`src/rtl/xswitch_pkg.sv`:
```
// Shared types and helpers for the xswitch ingress path.
package xswitch_pkg;

    localparam int NUM_PORTS = 4;
    localparam int ADDR_W    = 8;
    localparam int DATA_W    = 8;

    typedef struct packed {
        logic [ADDR_W-1:0] addr;
        logic [DATA_W-1:0] data;
    } xsw_word_t;

    typedef enum logic {
        IDLE  = 1'b0,
        VALID = 1'b1
    } ingress_state_t;

    function automatic logic is_onehot4(input logic [3:0] sel);
        logic r;
        case (sel)
            4'b0001, 4'b0010, 4'b0100, 4'b1000: r = 1'b1;
            default:                            r = 1'b0;
        endcase
        return r;
    endfunction

endpackage

```
`src/rtl/xswitch_sync_fifo.sv`:
```
// Single-clock FIFO with an explicit occupancy counter; DEPTH must be a power of two.
module xswitch_sync_fifo #(
    parameter int  DEPTH = 8,
    parameter type T     = logic [7:0]
) (
    input  logic                   clk,
    input  logic                   reset,
    input  logic                   push,
    input  logic                   pop,
    input  T                       din,
    output T                       head,
    output logic [$clog2(DEPTH):0] level,
    output logic                   full,
    output logic                   empty
);

    localparam int PTR_W = $clog2(DEPTH);
    localparam logic [PTR_W:0] DEPTH_LVL = (PTR_W + 1)'(DEPTH);

    T                 mem [DEPTH];
    logic [PTR_W-1:0] wr_ptr;
    logic [PTR_W-1:0] rd_ptr;
    logic             do_push;
    logic             do_pop;

    assign full    = (level == DEPTH_LVL);
    assign empty   = (level == '0);
    assign do_push = push && !full;
    assign do_pop  = pop && !empty;
    assign head    = mem[rd_ptr];

    // Pointers wrap naturally at DEPTH; the level counter disambiguates full/empty.
    always_ff @(posedge clk) begin
        if (!reset) begin
            wr_ptr <= '0;
            rd_ptr <= '0;
            level  <= '0;
        end else begin
            if (do_push) wr_ptr <= wr_ptr + 1'b1;
            if (do_pop)  rd_ptr <= rd_ptr + 1'b1;
            case ({do_push, do_pop})
                2'b10:   level <= level + 1'b1;
                2'b01:   level <= level - 1'b1;
                default: level <= level;
            endcase
        end
    end

    always_ff @(posedge clk) begin
        if (do_push) mem[wr_ptr] <= din;
    end

endmodule

```
`src/rtl/xswitch_ingress_port.sv`:
```
// Ingress stage for one xswitch port: drops illegal destinations, buffers, registers output.
// Defining XSW_INGRESS_STATS_EN adds saturating drop_cnt / pkt_cnt outputs.
module xswitch_ingress_port
    import xswitch_pkg::*;
#(
    parameter int DEPTH   = 8,
    parameter int PORT_ID = 0
) (
    input  logic                   clk,
    input  logic                   reset,
    input  logic                   in_valid,
    output logic                   in_ready,
    input  logic [ADDR_W-1:0]      in_addr,
    input  logic [DATA_W-1:0]      in_data,
    output logic                   out_valid,
    input  logic                   out_ready,
    output logic [ADDR_W-1:0]      out_addr,
    output logic [DATA_W-1:0]      out_data,
    output logic [$clog2(DEPTH):0] fifo_level
`ifdef XSW_INGRESS_STATS_EN
    ,
    output logic [15:0]            drop_cnt,
    output logic [15:0]            pkt_cnt
`endif
);

    if (DEPTH < 2 || (DEPTH & (DEPTH - 1)) != 0 || PORT_ID < 0 || PORT_ID >= NUM_PORTS) begin : g_param_check
        $error("xswitch_ingress_port: illegal DEPTH or PORT_ID");
    end

    ingress_state_t state;
    ingress_state_t state_next;
    xsw_word_t      in_word;
    xsw_word_t      head_word;
    xsw_word_t      stage_p1;
    logic           legal;
    logic           push;
    logic           pop;
    logic           fifo_full;
    logic           fifo_empty;

    assign in_word  = '{addr: in_addr, data: in_data};
    assign legal    = is_onehot4(in_addr[7:4]);
    assign in_ready = !fifo_full && reset;
    assign push     = in_valid && in_ready && legal;

    xswitch_sync_fifo #(
        .DEPTH (DEPTH),
        .T     (xsw_word_t)
    ) u_fifo (
        .clk   (clk),
        .reset (reset),
        .push  (push),
        .pop   (pop),
        .din   (in_word),
        .head  (head_word),
        .level (fifo_level),
        .full  (fifo_full),
        .empty (fifo_empty)
    );

    always_ff @(posedge clk) begin
        if (!reset) state <= IDLE;
        else        state <= state_next;
    end

    // A pop always refills the output register in the same edge, so VALID streams one word per cycle.
    always_comb begin
        state_next = state;
        pop        = 1'b0;
        case (state)
            IDLE: begin
                if (!fifo_empty) begin
                    pop        = 1'b1;
                    state_next = VALID;
                end
            end
            VALID: begin
                if (out_ready) begin
                    if (!fifo_empty) pop = 1'b1;
                    else             state_next = IDLE;
                end
            end
            default: state_next = IDLE;
        endcase
    end

    // ---- output stage p1 ----
    always_ff @(posedge clk) begin
        if (!reset)   stage_p1 <= '0;
        else if (pop) stage_p1 <= head_word;
    end

    assign out_valid = (state == VALID);
    assign out_addr  = stage_p1.addr;
    assign out_data  = stage_p1.data;

`ifdef XSW_INGRESS_STATS_EN
    function automatic logic [15:0] sat_inc(input logic [15:0] v);
        return (v == 16'hFFFF) ? v : v + 16'd1;
    endfunction

    always_ff @(posedge clk) begin
        if (!reset) begin
            drop_cnt <= '0;
            pkt_cnt  <= '0;
        end else begin
            if (in_valid && in_ready && !legal) drop_cnt <= sat_inc(drop_cnt);
            if (out_valid && out_ready)         pkt_cnt  <= sat_inc(pkt_cnt);
        end
    end
`endif

endmodule
```
`config.mk`:
```
export PLATFORM = sky130hd
export DESIGN_NAME = xswitch_ingress_port
export DESIGN_NICKNAME = d
export VERILOG_FILES = /design/src/rtl/xswitch_pkg.sv /design/src/rtl/xswitch_sync_fifo.sv /design/src/rtl/xswitch_ingress_port.sv
export SDC_FILE = /design/constraint.sdc
export NUM_CORES = 1
export LEC_CHECK = 0
export CORE_ASPECT_RATIO = 0.5
export CORE_MARGIN = 1
export CORE_UTILIZATION = 45
export DETAILED_ROUTE_END_ITERATION = 12
export PLACE_DENSITY = 0.74
export SLEW_MARGIN = 20
export SYNTH_ARGS = -nofsm -noshare
export SYNTH_HDL_FRONTEND = slang
export SYNTH_SLANG_ARGS = --single-unit
```
`constraint.sdc`:
```
create_clock -name clk -period 10.05 [get_ports clk]
set_clock_uncertainty 0.05 [all_clocks]
set_input_delay 1.5075 -clock clk [delete_from_list [all_inputs] [get_ports clk]]
set_output_delay 1.5075 -clock clk [all_outputs]
set_load 0.02 [all_outputs]
```
**Yosys cells after proc, flatten, opt, wreduce, memory -nomap -nowiden**

Memories as Yosys holds them, arrays and structs flattened. A register that Yosys moved wholly into a read port is not among the register bits.
Index checks and enable logic that the tools add are counted.

- Add/sub/neg operators: 4
- Equal/unequal tests: 7
- Mux-type cells: 9
- Bitwise logic cells: 1
- Reduce and logical (&&, ||, !) cells: 11

Operator list:

| cell | number |
|---|---|
| equality test 4 bit, second input constant | 2 |
| one-hot mux 4 bit (2 select lines) | 1 |
| adder 3 x 1 -> 3 bit, second input constant | 2 |
| 2-to-1 mux 1 bit | 6 |
| logical AND 1 bit | 5 |
| adder 4 x 1 -> 4 bit, second input constant | 1 |
| equality test 4 x 1 -> 1 bit, second input constant | 1 |
| equality test 4 x 2 -> 1 bit, second input constant | 1 |
| equality test 4 x 3 -> 1 bit, second input constant | 1 |
| logical NOT 4 bit | 1 |
| one-hot mux 1 bit (2 select lines) | 2 |
| OR reduction 4 bit | 1 |
| subtractor 4 x 1 -> 4 bit, second input constant | 1 |
| logical NOT 1 bit | 3 |
| equality test 2 x 1 -> 1 bit, second input constant | 1 |
| equality test 2 bit, second input constant | 1 |
| nonzero test 2 bit | 1 |
| NOT 1 bit | 1 |

- Bits in registers: 11
- Bits in writable memories: 128
- Input bits: 20
- Output and inout bits: 22
- Word-level logic and storage cells: 37
- Memories kept: 1

Memories:

| name | depth | bits a word | read ports | clocked after memory_dff | write ports | line | text |
|---|---|---|---|---|---|---|---|
| u_fifo.mem | 8 | 16 | 1 | 1 | 1 | xswitch_sync_fifo.sv:20 | `T mem [DEPTH];` |

**Longest topological paths before layout**

- Depth after elaboration: 8
- Depth in mapped cells: 11

**Cells and area by module**

A second synthesis with hierarchy kept.

- Cell total of the unflattened synthesis: 346
- Area total of the unflattened synthesis: 6406.1 um^2

By module, submodules not included:

| module | instances | cells an instance | area an instance (um^2) | seq. area each (um^2) |
|---|---|---|---|---|
| xswitch_sync_fifo | 1 | 262 | 5601.6 | 4103.9 |
| xswitch_ingress_port | 1 | 84 | 804.5 | 340.3 |

**Worst setup path before layout**

OpenSTA, ideal clock, no wires.

- Path kind: input to register
- Start: input port reset
- End: memory u_fifo.mem[1][0] (netlist bit), enable pin
- Setup time: 0.436 ns
- Data arrival time: 4.265 ns
- Data required time: 9.564 ns
- Setup slack: 5.299 ns
- Cell stages on the path: 5
- Buffers on the path: 1
- Path through: clkinv_1 a21oi_1 o2111ai_1 buf_4 nor4b_1

- Word-level cells in the longest chain between the ends: 6

Ends and longest elaborated chain:

| item | line | text |
|---|---|---|
| from (decl) | xswitch_ingress_port.sv:10 | `input logic reset,` |
| logical AND 1 bit | xswitch_ingress_port.sv:44 | `assign in_ready = !fifo_full && reset;` |
| named net in_ready | xswitch_ingress_port.sv:12 | `output logic in_ready,` |
| logical AND 1 bit (2 in series) | xswitch_ingress_port.sv:45 | `assign push = in_valid && in_ready && legal;` |
| logical AND 1 bit | xswitch_sync_fifo.sv:28 | `assign do_push = push && !full;` |
| 2-to-1 mux 1 bit | xswitch_sync_fifo.sv:50 | `if (do_push) mem[wr_ptr] <= din;` |
| 2-to-1 mux 1 bit (not written as such) | xswitch_sync_fifo.sv:50 |  |
| to (decl) | xswitch_sync_fifo.sv:20 |  |

The timed path passes the listed nets, and every way through them passes these cells.

**Worst setup path in the final report**

- Start: input port reset
- End: output port in_ready

- Word-level cells in the longest chain between the ends: 1

Ends and longest elaborated chain:

| item | line |
|---|---|
| logical AND 1 bit | xswitch_ingress_port.sv:44 |
| to (decl) | xswitch_ingress_port.sv:12 |

No other way between the ends.

==> flow_summary.ini <==
[grt]
overflow = 0
grt_usage = 0.178
grt_max_degree = 37
grt_pass1_wl_um = 17400
grt_pass1_vias = 3102
grt_antenna_before_repair = 0

[min_path]
min_path_type = reg2reg

[logic_synthesis]
synthFlopType = edfxtp_1
ys_seq_elements = 155
synth-async-reset-ratio = 0
synthDistinctLibCells = 39
syn_area_um2 = 6010
yosysTopAreaCellShare = 0.639
synth_top_area_cell = edfxtp_1
synth-edff-count = 128
syn_nets = 360
ys_seq_area_frac = 0.729
syn_avg_cell_area_um2 = 17.9
yosysWarnings = 0
postSynthCellCount = 335
netlist_top_cells_area = edfxtp_1 (64%), mux4_2 (12%), dfxtp_1 (9.0%)

[floorplan]
die_w_um = 165
row_count = 29
start_util = 0.468
ios = 42
dieArea_um2 = 13900
die_h_um = 83.7
coreArea_um2 = 12800

[sta]
rsz0062_at_grt = false
fin_crit_ns = 5.60
drv_slew = 0
fin_tns_setup_ns = 0
hold_violations = 0
worst_pin_slew_ns = 0.967
setup_viol = 0
fmax_ghz = 0.179
relSlewSlack = 0.353
fin_crit_sh = 0.557

[layout]
area_growth_pct = 20.6
diodes = 0
drive_gt1_frac = 0.210
stdcell_area_um2 = 7250
nets = 412
nFillCells = 956
multiInputGateArea_um2 = 1540
regArea_um2 = 4390

[clocking]
clk_pin_slew_ns = 0.06
post_cts_resized = 0
cts_buffers = 17
tritoncts = done
cts.sink_count = 155
clockBufferDepth = 2
clk_latency_ns = 0.42
hold_buffers = 0
clock-root-buffer = clkbuf_16
post-cts-setup-buffers = 0
htreeDepth = 4

[run_status]
violations = DRC
status = finished with violations

[power]
power.leakage_nw = 2.36
peakVddDrop_v = 0.000105
total_power_w = 0.00194
powerDensity_nw_per_um2 = 268

[routing]
vias = 3097
drtPass1Iterations = 8
ant_nets = 0
wl_um = 11000
drtIter0Drc = 213
avgRoutedWirePerCell_um = 19.2
vias_per_cell = 5.43
drc = 4

[placement]
post_dp_cell_area_um2 = 6650
gp_congestion = 0.693
portBuffers = 41
dp_hpwl_um = 6270

[setup_path]
cpMostUsedCell = clkdlybuf4s50_1
crit_path_top_delay_cell = clkdlybuf4s50_1
cp-start-kind = input port
path_cells = clkdlybuf4s50_1, clkinv_1, a21oi_1, clkdlybuf4s50_1
path_class = in2out
cp_data_required_time_ns = 8.49
worstPathArrival_ns = 4.04
cp-end-kind = output pin
path_max_fanout = 22
crit_path_max_incr_delay_ns = 1.10

[flow_run]
cap_viol_max_count = 0
-- cell usage after synthesis, types with 3 or more instances --
library cell,n
clkbuf_1,5
inv_1,3
a21oi_1,5
nor3_1,3
buf_4,4
xor2_1,3
buf_2,4
nand2_1,38
o21ai_2,3
mux2i_1,7
buf_6,4
o21ai_0,7
mux4_2,32
edfxtp_1,128
nor2_1,5
a31oi_1,16
nor4b_1,3
o21ai_1,9
dfxtp_1,27
ha_1,5
-- layout by cell type (no fill, tap or decap), drive strengths merged --
| cell type | netlist | final |
|---|---|---|
| nand2 | 38 | 38 |
| mux2i | 7 | 7 |
| bufinv | 0 | 4 |
| a21oi | 5 | 5 |
| nor4b | 4 | 4 |
| or3b | 1 | 1 |
| o2111ai | 1 | 1 |
| nor4bb | 2 | 2 |
| o31ai | 1 | 1 |
| clkdlybuf4s50 | 0 | 41 |
| xor2 | 3 | 3 |
| or2b | 1 | 1 |
| dfxtp | 27 | 27 |
| clkinv | 2 | 8 |
| mux4 | 32 | 32 |
| or3 | 1 | 1 |
| and2 | 1 | 1 |
| nor3 | 3 | 3 |
| nand2b | 1 | 1 |
| a211oi | 1 | 1 |
| or4 | 1 | 1 |
| nor4 | 2 | 2 |
| a31oi | 16 | 16 |
| o211ai | 1 | 1 |
| xnor2 | 3 | 3 |
| edfxtp | 128 | 128 |
| nand3b | 1 | 1 |
| inv | 3 | 3 |
| buf | 14 | 11 |
| nand3 | 1 | 1 |
| clkbuf | 5 | 22 |
| o21ai | 19 | 19 |
| ha | 5 | 5 |
| nor2 | 5 | 5 |
-- worst paths after layout --
check	startpoint	end	slack, ns	cells after the start
hold / removal	out_data[5]	out_data[5]	0.48	2
setup reg to reg	u_fifo.level[2]	u_fifo.level[2]	7.35	9
setup / recovery	reset	in_ready	4.45	4
hold reg to reg	out_data[5]	out_data[5]	0.48	2
-- cells by family (layout without fill, tap and decap cells) --
family	after synthesis	in the layout	share of synthesized area
flops	155	155	0.729
mux	39	39	0.132
compound gates	44	44	0.0437
fa+ha+maj	5	5	0.0104
simple gates	62	62	0.0518
xor+xnor	6	6	0.00999
buf+inv	24	89	0.0233
-- report_power, final --
group | internal, W | switching (W)
clock | 0.000418 | 0.000231
combinational | 0.000242 | 0.000259
sequential | 0.000745 | 0.0000473
-- through the flow --
step                      utilization  instances  setup slack [ns]  hold WS [ns]
final                           0.564        570              4.45         0.484
after global routing            0.564        570              4.27         0.501
after CTS                       0.564        570              4.39         0.485
after detailed placement        0.518        538              4.40         0.474
after global placement          0.518        538              4.45         0.467
after floorplan                     -        335              5.30         0.445
-- layout make-up --
type / instances / share of cell area
Clock buffer: 22 / 0.0627
Clock inverter: 10 / 0.0204
Inverter: 5 / 0.00259
Multi-Input combinational cell: 156 / 0.212
Sequential cell: 155 / 0.605
Tap cell: 170 / 0.0293
Timing Repair Buffer: 52 / 0.0680
-- metal layers --
layer | wire, um | global-route usage | vias to the layer above
met2 | 5400 | 0.268 | 101
met3 | 786 | 0.0477 | 13
li1 | - | - | 1438
met5 | 0 | 0 | -
met4 | 166 | 0.0835 | 0
met1 | 4610 | 0.242 | 1545
-- flip-flops by register name, indices dropped and copies added (netlist names) --
signal         flops
out_addr           8
out_data           8
out_valid          1
u_fifo.level       4
u_fifo.mem       128
u_fifo.rd_ptr      3
u_fifo.wr_ptr      3
-- worst max-delay path: cells and delay by family --
family | cells | cell delay, ns
buffers and inverters | 3 | 2.22
AOI/OAI and AO/OA | 1 | 0.29
No activity file was read; power rests on OpenSTA's default activity.
